## src/rtl/spi_pkg.sv

```systemverilog
// ---------------------------------------------------------------------------
// spi_pkg
// Shared types and constants for the SPI monarch (spi_mnrch).
//   - spi_state_t   : transaction FSM states
//   - SCLK_DIV_INIT : divider value held while idle (SCLK high, 5 clks of
//                     front porch before the first fall)
//   - SMPL_PT       : divider value one clk before SCLK rises (sample MISO)
//   - SHFT_PT       : divider value one clk before SCLK falls (shift)
//   - NUM_BITS      : transaction length
// ---------------------------------------------------------------------------
package spi_pkg;

  typedef enum logic [1:0] {
    IDLE  = 2'd0,
    FRONT = 2'd1,
    SHIFT = 2'd2,
    BACK  = 2'd3
  } spi_state_t;

  localparam logic [3:0] SCLK_DIV_INIT = 4'b1011;
  localparam logic [3:0] SMPL_PT       = 4'b0111;
  localparam logic [3:0] SHFT_PT       = 4'b1111;
  localparam int         NUM_BITS      = 16;

  // Bit counter value at the final sample of a transaction.
  localparam logic [3:0] BIT_LAST      = 4'(NUM_BITS - 1);

endpackage : spi_pkg

```

## src/rtl/spi_mnrch.sv

```systemverilog
// ---------------------------------------------------------------------------
// spi_mnrch
// SPI monarch issuing one 16-bit full-duplex mode-3 transaction (CPOL=1,
// CPHA=1) per accepted wrt strobe. SCLK runs at clk/16.
//
// Ports:
//   clk      in   system clock
//   rst_n    in   asynchronous active-low reset
//   wrt      in   one-cycle start strobe, ignored unless idle
//   wt_data  in   [15:0] word to send, MSB first, captured on wrt
//   rd_data  out  [15:0] received word (shift register contents)
//   done     out  set at transaction end, held until next accepted wrt
//   SS_n     out  active-low serf select
//   SCLK     out  serial clock, idles high
//   MOSI     out  serial data out (shift register bit 15)
//   MISO     in   serial data in
// ---------------------------------------------------------------------------
module spi_mnrch
  import spi_pkg::*;
(
  input  logic        clk,
  input  logic        rst_n,
  input  logic        wrt,
  input  logic [15:0] wt_data,
  output logic [15:0] rd_data,
  output logic        done,
  output logic        SS_n,
  output logic        SCLK,
  output logic        MOSI,
  input  logic        MISO
);

  spi_state_t  state_r;
  spi_state_t  state_s;
  logic [3:0]  sclk_div_r;
  logic [3:0]  bit_cnt_r;
  logic [15:0] shft_reg_r;
  logic        miso_smpl_r;
  logic        ss_n_r;
  logic        done_r;

  logic        ld_s;    // accept a new word
  logic        smpl_s;  // capture MISO ahead of the SCLK rise
  logic        shft_s;  // shift ahead of the SCLK fall
  logic        fin_s;   // last shift; close the transaction

  // State register.
  always_ff @(posedge clk or negedge rst_n) begin
    if (!rst_n) begin
      state_r <= IDLE;
    end else begin
      state_r <= state_s;
    end
  end

  // Next-state and datapath strobes.
  always_comb begin
    state_s = state_r;
    ld_s    = 1'b0;
    smpl_s  = 1'b0;
    shft_s  = 1'b0;
    fin_s   = 1'b0;
    case (state_r)
      IDLE: begin
        if (wrt) begin
          ld_s    = 1'b1;
          state_s = FRONT;
        end else begin
          state_s = IDLE;
        end
      end
      FRONT: begin
        // The first SCLK fall carries no shift: MOSI already shows bit 15.
        if (sclk_div_r == SHFT_PT) begin
          state_s = SHIFT;
        end else begin
          state_s = FRONT;
        end
      end
      SHIFT: begin
        if (sclk_div_r == SMPL_PT) begin
          smpl_s = 1'b1;
          if (bit_cnt_r == BIT_LAST) begin
            state_s = BACK;
          end else begin
            state_s = SHIFT;
          end
        end else if (sclk_div_r == SHFT_PT) begin
          shft_s = 1'b1;
        end else begin
          state_s = SHIFT;
        end
      end
      BACK: begin
        // The 16th shift happens here, but the divider is reloaded on the
        // same clk so SCLK does not fall a 17th time.
        if (sclk_div_r == SHFT_PT) begin
          shft_s  = 1'b1;
          fin_s   = 1'b1;
          state_s = IDLE;
        end else begin
          state_s = BACK;
        end
      end
      default: begin
        state_s = IDLE;
      end
    endcase
  end

  // SCLK divider: parked while idle, free-running during a transaction.
  always_ff @(posedge clk or negedge rst_n) begin
    if (!rst_n) begin
      sclk_div_r <= SCLK_DIV_INIT;
    end else if (ld_s || fin_s || (state_r == IDLE)) begin
      sclk_div_r <= SCLK_DIV_INIT;
    end else begin
      sclk_div_r <= sclk_div_r + 4'd1;
    end
  end

  // Bit counter: number of shifts performed in this transaction.
  always_ff @(posedge clk or negedge rst_n) begin
    if (!rst_n) begin
      bit_cnt_r <= 4'd0;
    end else if (ld_s) begin
      bit_cnt_r <= 4'd0;
    end else if (shft_s) begin
      bit_cnt_r <= bit_cnt_r + 4'd1;
    end else begin
      bit_cnt_r <= bit_cnt_r;
    end
  end

  // MISO sample flop, loaded one clk before each SCLK rise.
  always_ff @(posedge clk or negedge rst_n) begin
    if (!rst_n) begin
      miso_smpl_r <= 1'b0;
    end else if (smpl_s) begin
      miso_smpl_r <= MISO;
    end else begin
      miso_smpl_r <= miso_smpl_r;
    end
  end

  // Full-duplex shift register: MSB out on MOSI, sampled MISO in at LSB.
  always_ff @(posedge clk or negedge rst_n) begin
    if (!rst_n) begin
      shft_reg_r <= 16'h0000;
    end else if (ld_s) begin
      shft_reg_r <= wt_data;
    end else if (shft_s) begin
      shft_reg_r <= {shft_reg_r[14:0], miso_smpl_r};
    end else begin
      shft_reg_r <= shft_reg_r;
    end
  end

  // Serf select and completion flag, both registered.
  always_ff @(posedge clk or negedge rst_n) begin
    if (!rst_n) begin
      ss_n_r <= 1'b1;
      done_r <= 1'b0;
    end else if (ld_s) begin
      ss_n_r <= 1'b0;
      done_r <= 1'b0;
    end else if (fin_s) begin
      ss_n_r <= 1'b1;
      done_r <= 1'b1;
    end else begin
      ss_n_r <= ss_n_r;
      done_r <= done_r;
    end
  end

  assign SCLK    = sclk_div_r[3];
  assign MOSI    = shft_reg_r[15];
  assign rd_data = shft_reg_r;
  assign SS_n    = ss_n_r;
  assign done    = done_r;

endmodule : spi_mnrch

```

## config.mk

```make
export PLATFORM = sky130hd
export DESIGN_NAME = spi_mnrch
export DESIGN_NICKNAME = d
export VERILOG_FILES = /design/src/rtl/spi_pkg.sv /design/src/rtl/spi_mnrch.sv
export SDC_FILE = /design/constraint.sdc
export NUM_CORES = 1
export LEC_CHECK = 0
export BUFFER_PORTS_ARGS = -buffer_cell sky130_fd_sc_hd__buf_4
export CAP_MARGIN = 5
export CORE_MARGIN = 10
export CORE_UTILIZATION = 35
export DETAILED_ROUTE_END_ITERATION = 6
export PLACE_DENSITY_LB_ADDON = 0.1
export SLEW_MARGIN = 10
export SYNTH_ARGS = -nofsm -noshare
export SYNTH_HDL_FRONTEND = slang
export SYNTH_SLANG_ARGS = --single-unit
```

## constraint.sdc

```tcl
create_clock -name clk -period 1.67 [get_ports clk]
set_clock_uncertainty 0.15 [all_clocks]
set_input_delay 0.2505 -clock clk [delete_from_list [all_inputs] [get_ports clk]]
set_output_delay 0.2505 -clock clk [all_outputs]
set_load 0.03 [all_outputs]
```

==> reports/metrics.cfg, run 1 <==
[route]
antenna_left = 0
vias_per_cell = 4.98
routed_wl_um = 3500
drt_iter0_drc = 42
post_drt_wl_per_cell_um = 15.2
drc = 0
detail_route.first_pass.iterations = 4
route.vias.total = 1145

[timing]
maxSlewViolCount = 0
whs_ps = 37.5
setup_violations = 2
maxSlewHeadroom_pct = 75.0
fmax_mhz = 582
worst_pin_slew_ps = 374
hold_viol_final = 0
finalSetupTns_ps = -47.7
period_needed_ps = 1720
rsz0062_at_grt = true
post-route-period-util_pct = 103
finalWorstSetupSlack_ps = -46.9

[global_route]
grt_pass1_vias = 1140
track_usage_pct = 10.8
grt_pass1_wl_um = 5590
grt_start_max_net_pins = 30
grt.overflow.total = 0
antenna_found_initial = 0

[power]
irDropWorstVdd_mv = 0.837
clock_power_share_pct = 15.2
switching_share_pct = 42.0
p_int_w = 0.00221
comb_power_share_pct = 48.6
power.leakage_nw = 0.917
p_sw_w = 0.00160
p_per_area_nw_per_um2 = 2010
p_total_w = 0.00381
pwr-share-seq_pct = 36.2

[outcome]
outcome = finished, violations left
violations = setup timing

[final_layout]
final_layout_size_suffix_gt1_share_pct = 41.8
most-common-layout-cells = buf_4, dfrtp_1, nand2_1, nand3_1, a22oi_1
finalNetCount = 203
num-fill-cells = 373
syn2layout_area_growth_pct = 39.7
final_common_cell = buf_4
n_antenna_cell = 0

[clocking]
cts_tree = built
htree_num_levels = 2
cts_made_buffers = 5
clkTransAtPathRegs_ps = 60
clockRootBuffer = clkbuf_8
cts.sinks = 29
insertion_delay_ps = 270
cts_buffer_depth = 2

[yosys]
syn_area_um2 = 1360
syn_nets = 151
yosys.cell_types.count = 31
syn_inst = 129
ys_seq_area_share_pct = 53.9
ys_ff_latch = 29
avgSynthCellArea_um2 = 10.5
synth_warnings = 0

[critical_path]
r2r_start = sclk_div_r[1]$_DFF_PN1_
crit_type = register to register
slowest_stage = dfstp_2
r2r_end = bit_cnt_r[2]$_DFFE_PN0P_
slowest_delay_ps = 560
rr_worst_depth = 4
required_ps = 1720
critPathMaxFanout = 4
critPathCaptureType = register
crit_path_cell_trace = ha_4 -> nand4_1 -> or3_4 -> a21oi_2
rrSetupSlack_ps = -50
worstSetupStartpointType = register
worstPathArrival_ps = 1770

[floorplan]
core_area_um2 = 3720
die_area_um2 = 6760
die_x_um = 82.2
die_y_um = 82.2
ios = 40
start_util_pct = 36.5
row_count = 22

[placed_design]
place_ws_ps = -31.4
io_buffers = 39
place.gp.congestion = 0.738
hpwl_um = 2500

[worst_hold_path]
hold_class = input pin to register
holdPathEnd = rd_data[14]$_DFFE_PN0P_
worstHoldStart = wt_data[14]
whs_path_depth = 3

[job]
cap_violations = 0

logic make-up (layout without fill, tap and decap cells):
| family | count (synthesis) | after routing | share of synthesized area, % |
|---|---|---|---|
| flops | 29 | 29 | 53.9 |
| mux | 2 | 2 | 1.57 |
| buf+inv | 12 | 65 | 6.92 |
| xor+xnor | 3 | 3 | 1.94 |
| compound gates | 23 | 23 | 11.8 |
| fa+ha+maj | 2 | 2 | 1.85 |
| simple gates | 58 | 58 | 22.0 |
worst max-delay path, delay by kind of cell (launching register included):
family | cells | cell delay, ps
flip-flops | 1 | 560
adder cells (fa/ha/maj) | 1 | 150
AO/OA/AOI/OAI | 1 | 130
AND/OR/NAND/NOR | 2 | 660
per-layer routing:
| metal | track usage [%] | vias up | wire (um) |
|---|---|---|---|
| met5 | 0 | - | 0 |
| met4 | 4.59 | 0 | 35 |
| met3 | 4.64 | 4 | 211 |
| met2 | 16.2 | 25 | 1690 |
| met1 | 13.1 | 554 | 1570 |
| li1 | - | 562 | - |
through the flow:
step | util, % | instance area (um^2) | std cells
3_3_place_gp | 46.1 | 1710 | 218
5_1_grt | 50.9 | 1890 | 230
2_1_floorplan | - | 1360 | 129
6_report | 50.9 | 1890 | 230
4_1_cts | 48.9 | 1820 | 227
3_5_place_dp | 46.1 | 1710 | 218
synthesized netlist by cell type:
library cell  count  area share [%]
a21oi_1           2            0.74
a22oi_1          13             7.2
a31oi_1           1            0.46
and3_1            1            0.46
and4_2            1            0.74
buf_2             3             1.1
buf_4             2             1.1
buf_6             5             4.2
dfrtp_1          25              46
dfstp_2           4             7.8
ha_1              2             1.8
inv_1             2            0.55
mux2_2            1            0.83
mux2i_1           1            0.74
nand2_1          23             6.4
nand3_1          18             6.6
nand3b_1          2             1.1
nand4_1           1            0.46
nand4b_1          1            0.65
nor2_1            5             1.4
nor3_1            1            0.37
nor3b_4           1             1.4
o21ai_0           4             1.5
o21ai_1           1            0.37
o221ai_1          1            0.65
o22ai_2           1            0.92
or3_1             2            0.92
or3b_1            1            0.65
or3b_4            1            0.83
xnor2_1           2             1.3
xor2_1            1            0.65
worst max path at each step:
stage | startpoint | depth (start not counted) | end
final | sclk_div_r[1]$_DFF_PN1_ | 4 | bit_cnt_r[2]$_DFFE_PN0P_
after floorplan | sclk_div_r[0]$_DFF_PN1_ | 6 | rd_data[0]$_DFFE_PN0P_
after global placement | sclk_div_r[0]$_DFF_PN1_ | 5 | rd_data[1]$_DFFE_PN0P_
after detailed placement | sclk_div_r[0]$_DFF_PN1_ | 4 | rd_data[7]$_DFFE_PN0P_
after CTS | sclk_div_r[1]$_DFF_PN1_ | 4 | bit_cnt_r[3]$_DFFE_PN0P_
after global routing | sclk_div_r[1]$_DFF_PN1_ | 4 | bit_cnt_r[2]$_DFFE_PN0P_
what timing repair did:
item	4_1_cts	5_1_grt
hold buffers	1	0
pin swaps	1	7
endpoints found under the hold margin	25	0
setup endpoints to repair	8	4
setup buffers	0	3
gates resized for setup	2	14
power groups by stage:
stage / combinational, W / sequential (W) / clock [W]
floorplan: 0.000798 / 0.00169 / 0
CTS: 0.00179 / 0.00136 / 0.000600
detailed placement: 0.00177 / 0.00136 / 0
finish: 0.00185 / 0.00138 / 0.000580
global route: 0.00203 / 0.00143 / 0.000644
global placement: 0.00174 / 0.00134 / 0
area by class of cell:
cell class	count	area [um^2]	area share, %
multi-input cells	88	574	30.3
clock buffers	8	90.1	4.76
well taps	48	60.1	3.17
repair buffers	55	430	22.7
inverters	2	7.51	0.397
flip-flops and latches	29	731	38.6
sequential cells by signal (all words and copies together) (netlist names):
register     cells
SS_n             1
bit_cnt_r        4
miso_smpl_r      1
done             1
state_r          2
rd_data         16
sclk_div_r       4
(Power assumes the default switching activity.)
==> run 2, diff against run 1 <==
CORE_UTILIZATION = 43   (was 35)
==> run 2 against run 1 <==
Critical path type unchanged; combinational power hardly changed; the run now ends clean; power is 5.7% lower; global-route usage is 1.7 points higher; hold slack better by 1.4 ps; setup slack better by 81 ps; die area is 14% lower; utilization is 14 points higher; sequential share of layout area is 1.2 points lower; register-to-register slack better by 80 ps.
==> reports/metrics.cfg, run 2 (synthesis gave the netlist of run 1 again) <==
[critical_path]
path_buf_inv = 1  ; +1
rr_worst_depth = 5  ; +1
path_depth = 5  ; +1
rrSetupSlack_ps = 30  ; +80 ps
required_ps = 1730  ; about the same
critPathMaxFanout = 5  ; +1
r2r_end = bit_cnt_r[3]$_DFFE_PN0P_
crit_path_cell_trace = ha_4 -> nand4_1 -> buf_4 -> o21ai_0 -> a21oi_1
crit_type = register to register
startpoint = sclk_div_r[1]$_DFF_PN1_
slowest_stage = dfstp_2
crit_path_end = bit_cnt_r[3]$_DFFE_PN0P_
slowest_delay_ps = 570  ; about the same
critPathTopFamily = flip-flops
worstSetupStartpointType = register
critPathCaptureType = register
worstPathArrival_ps = 1690  ; -80 ps
r2r_start = sclk_div_r[1]$_DFF_PN1_

[timing]
rsz0062_at_grt = true
setup_violations = 0  ; -2
post-route-period-util_pct = 97.9  ; -4.9 points
maxSlewViolCount = 0  ; unchanged
hold_viol_final = 0  ; unchanged
fmax_mhz = 611  ; +5.0%
period_needed_ps = 1640  ; -81.2 ps
worst_pin_slew_ps = 363  ; -11.8 ps
whs_ps = 38.9  ; +1.41 ps
maxSlewHeadroom_pct = 75.8  ; +0.79 points

[floorplan]
die_area_um2 = 5800  ; -14%
start_util_pct = 44.8  ; +8.3 points
ios = 40  ; unchanged
core_area_um2 = 3030  ; -19%
row_count = 20  ; -9.1%
die_x_um = 76.1  ; -7.4%
die_y_um = 76.1  ; -7.4%

[clocking]
cts_buffer_depth = 2  ; unchanged
insertion_delay_ps = 320  ; +50 ps
cts_tree = built
clockRootBuffer = clkbuf_4
cts.sinks = 29  ; unchanged
htree_num_levels = 2  ; unchanged
clkTransAtPathRegs_ps = 90  ; +30 ps
cts_made_buffers = 5  ; unchanged

[outcome]
outcome = finished clean

[final_layout]
final_cells = 240  ; +4.3%
largest_register_ffs = 16  ; unchanged
final_common_cell = buf_4
final_layout_size_suffix_gt1_share_pct = 35.2  ; -6.6 points
final_util_pct = 64.5  ; +14 points
num-fill-cells = 252  ; -32%
most-common-layout-cells = buf_4, dfrtp_1, nand2_1, nand3_1, dlygate4sd3_1
n_antenna_cell = 0  ; unchanged
syn2layout_area_growth_pct = 44.0
regArea_um2 = 731  ; unchanged
finalNetCount = 217  ; +6.9%
multi_input_area_um2 = 548  ; -4.6%

[global_route]
antenna_found_initial = 0  ; unchanged
track_usage_pct = 12.4  ; +1.7 points
grt_start_max_net_pins = 30  ; unchanged
grt_pass1_wl_um = 5940  ; +6.3%
grt.overflow.total = 0  ; unchanged
grt_pass1_vias = 1301  ; +14%

[route]
drt_iter0_drc = 85  ; +100%
drc = 0  ; unchanged
antenna_left = 0  ; unchanged
route.vias.total = 1229  ; +7.3%
vias_per_cell = 5.12  ; +2.9%
routed_wl_um = 3540  ; +1.2%
detail_route.first_pass.iterations = 4  ; unchanged
post_drt_wl_per_cell_um = 14.8  ; -3.0%

[placed_design]
io_buffers = 39  ; unchanged
place.gp.congestion = 0.788  ; +6.7%
dp.cells = 213  ; -2.3%
hpwl_um = 2350  ; -6.0%

[power]
irDropWorstVdd_mv = 1.12  ; +33%
power.leakage_nw = 0.940  ; +2.5%
p_per_area_nw_per_um2 = 1840  ; -8.6%

[job]
cap_violations = 0  ; unchanged

[worst_hold_path]
hold_class = input pin to register

[run 2: per-layer routing]
layer  part of all wire [%]  GRT usage (%)
met1                     41           12.3
met2                     51           21.8
met3                    7.4           6.72
met4                   0.51           3.90
met5                      0              0
[run 2: power by group]
group	switching, W	internal (W)
logic	0.00104	0.000805
registers	0.000288	0.00106
clock network	0.000230	0.000167
[run 2: worst register-to-register path: cells and delay by family (launching register included)]
family                   cells  cell delay [ps]
buffers and inverters        1              210
AND/OR/NAND/NOR              1              200
adder cells (fa/ha/maj)      1              150
flip-flops                   1              570
AO/OA/AOI/OAI                2              240
[run 2: area by class of cell]
class / instances / share of cell area (%)
flip-flops and latches: 29 / 37.4
repair buffers: 69 / 28.8
multi-input cells: 88 / 28.1
well taps: 44 / 2.82
clock buffers: 8 / 2.50
inverters: 2 / 0.385
[run 2: per-stage QoR]
| stage | setup TNS [ps] | total power [W] | setup WS, ps | cell area, um^2 |
|---|---|---|---|---|
| 2_1_floorplan | 0 | 0.00249 | 70.7 | 1360 |
| 5_1_grt | -127 | 0.00390 | -75.4 | 1950 |
| 6_report | 0 | 0.00360 | 34.3 | 1950 |
| 4_1_cts | -3.65 | 0.00358 | -3.65 | 1930 |
| 3_5_place_dp | -146 | 0.00309 | -80.5 | 1700 |
| 3_3_place_gp | 0 | 0.00305 | 3.36 | 1700 |
[run 2: worst min path at each step]
stage | startpoint | to | slack (ps) | cells after the start
final | wt_data[8] | rd_data[8]$_DFFE_PN0P_ | 40 | 3
after global routing | wt_data[15] | rd_data[15]$_DFFE_PN0P_ | 7 | 3
after CTS | wt_data[1] | rd_data[1]$_DFFE_PN0P_ | 6 | 3
after detailed placement | rst_n | state_r[1]$_DFFE_PN0P_ | 40 | 1
after global placement | rst_n | state_r[1]$_DFFE_PN0P_ | 40 | 1
after floorplan | rst_n | bit_cnt_r[0]$_DFFE_PN0P_ | -200 | 0
[run 2: repair_timing]
action                                 CTS  global route
pin swaps                                4             2
cloned                                   0             0
endpoints found under the hold margin   43             1
hold buffers                            15             1
resized for setup                        2             3
setup endpoints to repair                5            11
setup buffers                            2             2
